[src/rtl/p1_pool_sched.sv]
// 2x2 max-pool sequencer for P1, two row-half lanes walked in parallel.
// Define P1_POOL_SCHED_PERF_EN to add the stall_cnt write-backpressure counter.
module p1_pool_sched #(
  parameter int IN_DIM = 24,
  parameter int OUT_DIM = 12,
  parameter int RD_LAT = 1,
  parameter int IN_AW = 10,
  parameter int OUT_AW = 8
) (
  input  logic              clk,
  input  logic              reset,
  input  logic              start,
  output logic              busy,
  output logic              done,
  output logic              rd_en,
  output logic [IN_AW-1:0]  rd_addr0,
  output logic [IN_AW-1:0]  rd_addr1,
  output logic              pool_valid,
  output logic              pool_first,
  output logic              wr_en,
  output logic [OUT_AW-1:0] wr_addr0,
  output logic [OUT_AW-1:0] wr_addr1,
  input  logic              wr_ready
`ifdef P1_POOL_SCHED_PERF_EN
  ,output logic [15:0]      stall_cnt
`endif
);

  localparam int CW = $clog2(OUT_DIM);
  localparam int RD_OFF = (OUT_DIM / 2) * 2 * IN_DIM;
  localparam int WR_OFF = (OUT_DIM / 2) * OUT_DIM;

  typedef enum logic [2:0] {
    S_IDLE, S_READ, S_WAIT, S_WRITE, S_DONE
  } state_t;

  state_t state_q, state_d;
  logic [CW-1:0] r_q, r_d, c_q, c_d;
  logic [1:0] k_q, k_d;
  logic [2:0] w_q, w_d;
  logic last;

  logic busy_q, done_q, rd_en_q, wr_en_q;
  logic [IN_AW-1:0] rd_a0_q, rd_a1_q, rd_a0;
  logic [OUT_AW-1:0] wr_a0_q, wr_a1_q, wr_a0;
  logic [RD_LAT-1:0] pv_q, pf_q;

  assign last = (r_q == CW'(OUT_DIM / 2 - 1))
             && (c_q == CW'(OUT_DIM - 1));

  always_comb begin
    state_d = state_q;
    r_d = r_q;
    c_d = c_q;
    k_d = k_q;
    w_d = w_q;
    unique case (state_q)
      S_IDLE: begin
        if (start) begin
          state_d = S_READ;
          r_d = '0;
          c_d = '0;
          k_d = '0;
        end
      end
      S_READ: begin
        k_d = k_q + 2'd1;
        if (k_q == 2'd3) begin
          state_d = S_WAIT;
          w_d = '0;
        end
      end
      S_WAIT: begin
        if (w_q == 3'(RD_LAT - 1)) state_d = S_WRITE;
        else w_d = w_q + 3'd1;
      end
      S_WRITE: begin
        if (wr_ready) begin
          if (last) begin
            state_d = S_DONE;
          end else begin
            state_d = S_READ;
            k_d = '0;
            if (c_q == CW'(OUT_DIM - 1)) begin
              c_d = '0;
              r_d = r_q + CW'(1);
            end else begin
              c_d = c_q + CW'(1);
            end
          end
        end
      end
      S_DONE: state_d = S_IDLE;
      default: state_d = S_IDLE;
    endcase
  end

  // Outputs are registered from next-state values so they align with the state.
  assign rd_a0 = IN_AW'((2 * int'(r_d) + int'(k_d[1])) * IN_DIM
                 + 2 * int'(c_d) + int'(k_d[0]));
  assign wr_a0 = OUT_AW'(int'(r_d) * OUT_DIM + int'(c_d));

  always_ff @(posedge clk or posedge reset) begin
    if (reset) begin
      state_q <= S_IDLE;
      r_q <= '0;
      c_q <= '0;
      k_q <= '0;
      w_q <= '0;
      busy_q <= 1'b0;
      done_q <= 1'b0;
      rd_en_q <= 1'b0;
      wr_en_q <= 1'b0;
      rd_a0_q <= '0;
      rd_a1_q <= '0;
      wr_a0_q <= '0;
      wr_a1_q <= '0;
      pv_q <= '0;
      pf_q <= '0;
    end else begin
      state_q <= state_d;
      r_q <= r_d;
      c_q <= c_d;
      k_q <= k_d;
      w_q <= w_d;
      busy_q <= (state_d == S_READ) || (state_d == S_WAIT)
             || (state_d == S_WRITE);
      done_q <= (state_d == S_DONE);
      rd_en_q <= (state_d == S_READ);
      wr_en_q <= (state_d == S_WRITE);
      if (state_d == S_READ) begin
        rd_a0_q <= rd_a0;
        rd_a1_q <= rd_a0 + IN_AW'(RD_OFF);
      end
      if (state_d == S_WRITE) begin
        wr_a0_q <= wr_a0;
        wr_a1_q <= wr_a0 + OUT_AW'(WR_OFF);
      end else begin
        wr_a0_q <= '0;
        wr_a1_q <= '0;
      end
      pv_q <= RD_LAT'({pv_q, rd_en_q});
      pf_q <= RD_LAT'({pf_q, rd_en_q & (k_q == 2'd0)});
    end
  end

  assign busy = busy_q;
  assign done = done_q;
  assign rd_en = rd_en_q;
  assign rd_addr0 = rd_a0_q;
  assign rd_addr1 = rd_a1_q;
  assign wr_en = wr_en_q;
  assign wr_addr0 = wr_a0_q;
  assign wr_addr1 = wr_a1_q;
  assign pool_valid = pv_q[RD_LAT-1];
  assign pool_first = pf_q[RD_LAT-1];

`ifdef P1_POOL_SCHED_PERF_EN
  logic [15:0] stall_q;

  always_ff @(posedge clk or posedge reset) begin
    if (reset) begin
      stall_q <= '0;
    end else if (state_q == S_IDLE && start) begin
      stall_q <= '0;
    end else if (state_q == S_WRITE && !wr_ready
                 && stall_q != 16'hFFFF) begin
      stall_q <= stall_q + 16'd1;
    end
  end

  assign stall_cnt = stall_q;
`endif

endmodule

[config.mk]
export PLATFORM = sky130hd
export DESIGN_NAME = p1_pool_sched
export DESIGN_NICKNAME = d
export VERILOG_FILES = /design/src/rtl/p1_pool_sched.sv
export SDC_FILE = /design/constraint.sdc
export NUM_CORES = 1
export LEC_CHECK = 0
export BUFFER_PORTS_ARGS = -buffer_cell sky130_fd_sc_hd__buf_4
export CAP_MARGIN = 5
export CORE_ASPECT_RATIO = 1.75
export CORE_MARGIN = 4
export CORE_UTILIZATION = 50
export DETAILED_ROUTE_END_ITERATION = 10
export GPL_ROUTABILITY_DRIVEN = 0
export GPL_TIMING_DRIVEN = 0
export HOLD_SLACK_MARGIN = 0.1
export PLACE_DENSITY = 0.74
export SYNTH_ARGS = -nofsm -noshare
export SYNTH_HDL_FRONTEND = slang
export SYNTH_SLANG_ARGS = --single-unit
[constraint.sdc]
create_clock -name clk -period 5 [get_ports clk]
set_clock_uncertainty 0.2 [all_clocks]
set_input_delay 0.5 -clock clk [delete_from_list [all_inputs] [get_ports clk]]
set_output_delay 0.5 -clock clk [all_outputs]
set_load 0.05 [all_outputs]
# After elaboration in Yosys (flattened, before gate mapping)
# Cells that the tools add are included.
# word_totals
regBits,58
latch_bits,0
ramBits,0
rom_bits,0
input_bits,4
output_inout_bits,42
memories,0
# op_classes
add_sub_neg,10
n_mul,2
n_div,0
n_lt_le_gt_ge,0
n_eq_ne,12
n_shift,0
n_mux,25
bitwise_logic,1
reduce_logical,8
# ops
operator,n
$mux W4,8
$mux W3,7
$mux W8,2
$pmux W4 S2,2
$eq A3 B2 Y1 const B,4
$pmux W3 S4,1
$add A10 B1 Y10,1
$add A10 B5 Y10,1
$add A10 B9 Y10 const B,1
$add A4 B1 Y4 const B,2
$add A8 B4 Y8,1
$add A8 B7 Y8 const B,1
$mul A6 B2 Y7 const B,1
$add A5 B1 Y6,1
$eq A3 B1 Y1 const B,2
$logic_not A3 Y1,2
$mul A4 B2 Y6 const B,1
$mux W2,3
$pmux W2 S3,1
$pmux W3 S2,1
$eq A4 B3 Y1 const B,1
$eq A4 B4 Y1 const B,1
$ne A2 B2 Y1 const B,2
$add A3 B1 Y3 const B,1
other kinds (9),10

# Depth between registers and ports, before layout
# Gate-level depths: netlist of run 1.
# depth
word_depth,10
depth_mapped,20
depth_no_buf,20

# Least setup slack after synthesis of run 1
# OpenSTA, ideal clock, no wires.
# synth_path
kind,register -> register
start,register c_q[0]
end,register rd_a1_q[9] (netlist: rd_addr1[9])
setup_ps,138
t_arrival_ps,3562
slack_ps,1101
path_stages_with_launch,17
n_path_buf,0
cell_sequence,dfrtp_1 -> ha_1 -> and3b_1 -> a21boi_0 -> a21oi_1 -> nor2_1 -> o21ai_0 -> ha_1 -> inv_1 -> fa_1 -> nor2_1 -> xor2_1 -> ha_1 -> nor2_1 -> or3_1 -> a221oi_1 -> o31ai_1
# synth_via
elab_chain_len,10
elab_cells_between_ends,24
# synth_rtl
item,line,text
"start, declared",38,"logic [CW-1:0] r_q, r_d, c_q, c_d;"
"start signal, assigned",107,c_q <= '0;
"start signal, assigned",123,c_q <= c_d;
$eq A4 B4 Y1,49,&& (c_q == CW'(OUT_DIM - 1));
$logic_and A1 B1 Y1,49,
$mux W2,79,if (last) begin
$mux W2,78,if (wr_ready) begin
$pmux W2 S3,57,unique case (state_q)
net k_d[1],39,"logic [1:0] k_q, k_d;"
$add A5 B1 Y6,99,assign rd_a0 = IN_AW'((2 * int'(r_d) + int'(k_d[1])) * IN_DIM
$mul A6 B2 Y7,99,
$add A10 B5 Y10,100,+ 2 * int'(c_d) + int'(k_d[0]));
$add A10 B1 Y10,100,
net rd_a0[6],44,"logic [IN_AW-1:0] rd_a0_q, rd_a1_q, rd_a0;"
$add A10 B9 Y10,133,rd_a1_q <= rd_a0 + IN_AW'(RD_OFF);
"end signal, assigned",133,
"end, declared",44,
# The timed path passes the listed nets, and every way through them passes these cells.
# A chain may end at the register's enable or synchronous reset.

# Worst setup path after layout of run 1
# layout_path
start,register state_q[1]
end,register rd_a1_q[9] (netlist: rd_addr1[9])
# layout_via
elab_chain_len,7
elab_cells_between_ends,18
# layout_rtl
item,line,text
"start, declared",37,"state_t state_q, state_d;"
"start signal, assigned",121,state_q <= state_d;
$eq A3 B2 Y1 or $logic_not A3 Y1 (tied branches),57,
$pmux W4 S2 *,57,
net r_d[0],38,
$add A5 B1 Y6 *,99,
$mul A6 B2 Y7 *,99,
$add A10 B5 Y10 *,100,
$add A10 B1 Y10 *,100,
net rd_a0[6],44,
$add A10 B9 Y10 *,133,
# Mark *: on every way through the listed nets, which the timed path passes. The rest lies on a longest branch.

==> results.yml, run 1 <==
sta:
  setup_viol: 0
  holdWs_ps: 218
  tns_ps: 0
  rsz0062_at_grt: "false"
  max_slew_margin_pct: 50.1
  tightest_slew_ps: 741
  min_period_over_period_pct: 93.3
  finalHoldViolCount: 0
  period_minus_slack_ps: 4660
  fmax_ghz: 0.214
  drv_slew: 0
finish:
  final_nets: 386
  synthToLayoutAreaGrowth_pct: 19.9
  layout-drive-gt1-share_pct: 21.7
  diodes: 0
  fillers: 477
setup_path:
  worst_ep_required_time_ps: 4970
  critPathLaunchType: "flop"
  r2r_setup_slack_ps: 340
  critPathKind: "flop to flop"
  critPathArrivalTime_ps: 4640
  end_kind: "flop"
  cp_max_fo: 10
clock_network:
  htreeDepth: 2
  clkSlewWorstSetupHoldPaths_ps: 90
  cts_root_buffer: "clkbuf_8"
  cts_setup_buffers: 0
  clockBufferDepth: 2
  numCtsBuffers: 5
  cts_sinks: 50
  clock_latency_ps: 310
  tritoncts: "built"
global_route:
  grt_pass1_vias: 2274
  antenna_found_initial: 0
  overflow: 0
  grt_pass1_wl_um: 10300
  grt_start_max_net_pins: 33
  track_usage_pct: 18.8
drt:
  drt-total-wl_um: 6220
  vias: 2327
  dr.first_iter.drc_count: 153
  wire_per_inst_um: 14.3
  first_pass_iters: 4
  drc: 0
  vias_per_cell: 5.34
  ant_nets: 0
hold_path:
  hold_path.class: "flop to flop"
die:
  std_cell_rows: 36
  io_pins: 46
  start_util_pct: 52.2
  die_w_um: 66.0
  die-height_um: 109
  coreArea_um2: 5630
  die_area_um2: 7220
synthesis:
  syn-num-nets: 332
  ys_async_sr_fraction_pct: 100
  avgSynthCellArea_um2: 9.64
  synthCells: 305
  syn_area_um2: 2940
  synth-main-ff-cell: "dfrtp_1"
  synth_cell_types: 54
  synth-edff-count: 0
  ys_ff_latch: 50
  yosys_warnings: 0
  ys_seq_area_share_pct: 42.6
place:
  io_buffers: 45
  dpl.hpwl_um: 4810
outcome:
  status: "complete, no violations"
power_and_ir_drop:
  ir_drop_uv: 286
  p_leak_nw: 1.79
  p_per_area_nw_per_um2: 457
run:
  cap_violations: 0
## layout make-up
class / count / area, um2 / share of cell area (%)
Tap cell: 76 / 95.1 / 2.70
Inverter: 24 / 90.1 / 2.56
Clock inverter: 2 / 38.8 / 1.10
Buffer: 18 / 105 / 2.98
Sequential cell: 50 / 1250 / 35.5
Timing Repair Buffer: 47 / 368 / 10.4
Clock buffer: 6 / 82.6 / 2.34
Multi-Input combinational cell: 213 / 1490 / 42.4
## worst max-delay path: stages, from the launching register on
cell and delay (ps):
dfrtp_1 450, clkbuf_1 240, o31ai_1 430, o21ai_0 230
nand2_1 100, o21ai_0 250, ha_1 370, inv_1 90
fa_1 470, nor2_1 360, xor2_1 300, ha_1 260
nor2_1 80, or3_1 310, a221oi_1 270, o31ai_1 100
## cells by family after synthesis
kind of cell	synth area share (%)
DFF	42.6
xor gates and xnor gates	5.28
adders and majority gates	10.8
AOI/OAI and AO/OA	14.0
and+or+nand+nor	17.0
muxes	3.70
buffers and inverters	6.64
## repair_timing
item / 4_1_cts / 5_1_grt
resized for setup: 0 / 1
hold buffers: 1 / 0
setup endpoints to repair: 0 / 1
hold endpoints to repair: 18 / 0
## registers in the layout, indices dropped and copies added, names as in the netlist, 2 cells and up
name / flops
w_q: 3
rd_addr1: 5
r_q: 4
wr_addr0: 5
state_q: 3
c_q: 4
k_q: 2
wr_addr1: 8
rd_addr0: 10
## Yosys cell counts (3+ instances only)
| cell type | instances | area (um2) |
|---|---|---|
| nor3_1 | 6 | 30.0 |
| xor2_1 | 4 | 35.0 |
| nand3_1 | 4 | 20.0 |
| mux2i_1 | 3 | 30.0 |
| a21o_1 | 6 | 45.0 |
| nor2_1 | 31 | 116 |
| inv_1 | 24 | 90.1 |
| and3_1 | 4 | 25.0 |
| o31ai_1 | 5 | 37.5 |
| o21ai_0 | 13 | 65.1 |
| mux2_2 | 7 | 78.8 |
| nand2_1 | 31 | 116 |
| nand2b_1 | 5 | 31.3 |
| clkbuf_1 | 9 | 33.8 |
| fa_1 | 4 | 80.1 |
| buf_4 | 8 | 60.1 |
| xnor2_1 | 10 | 87.6 |
| ha_1 | 19 | 238 |
| dfrtp_1 | 50 | 1250 |
| a21oi_1 | 16 | 80.1 |
## metrics by stage
step | instance area, um2 | power [W] | instances | utilization, % | setup WS [ps]
2_1_floorplan | 2940 | 0.00110 | 305 | - | 1100
3_3_place_gp | 3370 | 0.00130 | 426 | 59.9 | 442
3_5_place_dp | 3390 | 0.00132 | 427 | 60.2 | 387
4_1_cts | 3520 | 0.00162 | 436 | 62.6 | 322
5_1_grt | 3520 | 0.00171 | 436 | 62.6 | 18.9
6_report | 3520 | 0.00161 | 436 | 62.6 | 337
## layer usage
metal | global-route usage (%) | share of wire [%]
met5 | 0 | 0
met4 | 8.14 | 2.1
met3 | 3.89 | 4.0
met2 | 35.4 | 56
met1 | 19.7 | 38
## power by group
group	internal [W]	leakage, nW	switching [W]
Clock	0.000164	0.0618	0.000134
Sequential	0.000479	0.664	0.0000481
Combinational	0.000253	1.07	0.000533
## path summary, 6_finish.rpt
check	startpoint	end	cells past startpoint
max in group asynchronous	reset	r_q[3]	4
min in group asynchronous	reset	wr_addr1[0]	3
max reg2reg	state_q[1]	rd_addr1[9]	15
min reg2reg	rd_en	pool_valid	0
min	rd_en	pool_valid	0
max	state_q[1]	rd_addr1[9]	15
## cell usage in the layout, fill, tap and decap left out, types with 3 or more instances in the layout
cell type and count:
clkbuf_8 6, mux2_2 7, xor2_1 4, xnor2_1 10, o31ai_1 5, and3_1 4, nand2_1 31, dfrtp_1 50
inv_1 23, nor3_1 6, nor2_1 31, a21o_1 6, ha_1 19, o21ai_1 3, clkbuf_1 9, buf_4 53
o21ai_0 12, nand3_1 4, nand2b_1 5, mux2i_1 3, fa_1 4, a21oi_1 16
Note: power is estimated with default switching activity, not from simulation.
==> run 2, diff against run 1 <==
==> constraint.sdc (replaced) <==
create_clock -name clk -period 5.9 [get_ports clk]
set_clock_uncertainty 0.2 [all_clocks]
set_input_delay 0.59 -clock clk [delete_from_list [all_inputs] [get_ports clk]]
set_output_delay 0.59 -clock clk [all_outputs]
set_load 0.05 [all_outputs]
==> results.yml, run 2 (same netlist as run 1, synthesis figures left out) <==
outcome:
  status: "complete, no violations"
die:
  io_pins: 46
  coreArea_um2: 5630
  die_w_um: 66.0
  start_util_pct: 52.2
  die_area_um2: 7220
  die-height_um: 109
  std_cell_rows: 36
hold_path:
  hold_start: "rd_en"
  hold_path.class: "flop to flop"
setup_path:
  critPathKind: "flop to flop"
  path_cells: "ha_1, and3b_1, a21boi_0, a21oi_1, nor2_1, o21ai_0, ha_1, inv_1, fa_1, nor2_1, xor2_1, ha_1, nor2_1, or3_1, a221oi_1, o31ai_1"
  crit_family: "adder cells"
  slowest_stage: "fa_1"
  crit_start: "c_q[0]"
  worst_ep_required_time_ps: 5870
  cp_max_fo: 5
  path_buf_inv: 1
  r2r_start: "c_q[0]"
  critPathArrivalTime_ps: 4700
  cpPeakStageDelay_ps: 500
  critPathLaunchType: "flop"
  end_kind: "flop"
finish:
  largest_reg_flops: 10
  final_nets: 386
  final_cell_mix: "buf_4, dfrtp_1, nor2_1, nand2_1, inv_1"
  synthToLayoutAreaGrowth_pct: 19.9
  layout_commonest_cell: "buf_4"
  diodes: 0
  layout-drive-gt1-share_pct: 21.7
run:
  cap_violations: 0
global_route:
  antenna_found_initial: 0
  overflow: 0
  grt_pass1_vias: 2274
  track_usage_pct: 18.8
  grt_pass1_wl_um: 10300
  grt_start_max_net_pins: 33
sta:
  drv_slew: 0
  setup_viol: 0
  setup_slack_ps: 1180
  max_slew_margin_pct: 50.1
  tns_ps: 0
  tightest_slew_ps: 741
  period_minus_slack_ps: 4720
  min_period_over_period_pct: 80.1
  finalHoldViolCount: 0
  fmax_ghz: 0.212
  rsz0062_at_grt: "false"
clock_network:
  clockBufferDepth: 2
  clkSlewWorstSetupHoldPaths_ps: 90
  cts_sinks: 50
  numCtsBuffers: 5
  tritoncts: "built"
  clock_latency_ps: 310
  htreeDepth: 2
  cts_resized: 0
  cts_root_buffer: "clkbuf_8"
drt:
  wire_per_inst_um: 14.3
  drt-total-wl_um: 6230
  ant_nets: 0
  dr.first_iter.drc_count: 150
  first_pass_iters: 4
  vias: 2329
  drc: 0
  vias_per_cell: 5.34
power_and_ir_drop:
  ir_drop_uv: 242
  p_leak_nw: 1.79
  p_per_area_nw_per_um2: 387
  power_w: 0.00136
place:
  io_buffers: 45
  dp_slack_ps: 1260
  dpl.hpwl_um: 4810
run 2: cell types whose count changed in the layout (fill, tap and decap cells not counted):
cell,delta
o21ai_1,-1
o21ai_0,+1
run 2: layer usage:
| metal | vias to the layer above | GRT usage [%] | routed length [um] |
|---|---|---|---|
| met5 | - | 0 | 0 |
| met4 | 0 | 8.14 | 133 |
| met3 | 9 | 3.89 | 248 |
| met2 | 64 | 35.4 | 3510 |
| met1 | 1116 | 19.7 | 2340 |
| li1 | 1140 | - | - |
run 2: layout make-up:
class                   count  area [um2]
plain buffers              18         105
repair buffers             47         368
fillers                   477        2110
flip-flops and latches     50        1250
clock buffers               6        82.6
well taps                  76        95.1
multi-input cells         213        1490
clock inverters             2        38.8
inverters                  24        90.1
run 2: path summary, 6_finish.rpt:
kind,endpoint,slack [ps],cells past startpoint
worst max-delay path,rd_addr1[9],1180,16
worst min-delay path,pool_valid,220,0
worst max register to register,rd_addr1[9],1180,16
worst min register to register,pool_valid,220,0
max in group asynchronous,r_q[3],4330,4
min in group asynchronous,wr_addr1[0],650,3
run 2: through the flow:
step / area (um2) / hold WS [ps] / utilization [%] / instances
after floorplan: 2940 / 301 / - / 305
after global placement: 3370 / 208 / 59.9 / 426
after detailed placement: 3390 / 206 / 60.2 / 427
after CTS: 3520 / 227 / 62.6 / 436
after global routing: 3520 / 257 / 62.6 / 436
final: 3520 / 218 / 62.6 / 436
run 2: where the power goes:
part / switching (W) / internal [W]
combinational: 0.000451 / 0.000213
sequential: 0.0000408 / 0.000406
clock: 0.000114 / 0.000139
total: 0.000606 / 0.000759
run 2: what timing repair did:
action | in CTS | in global routing
hold buffers | 1 | 0
endpoints found under the hold margin | 18 | 0
buffers inserted | 0 | 0
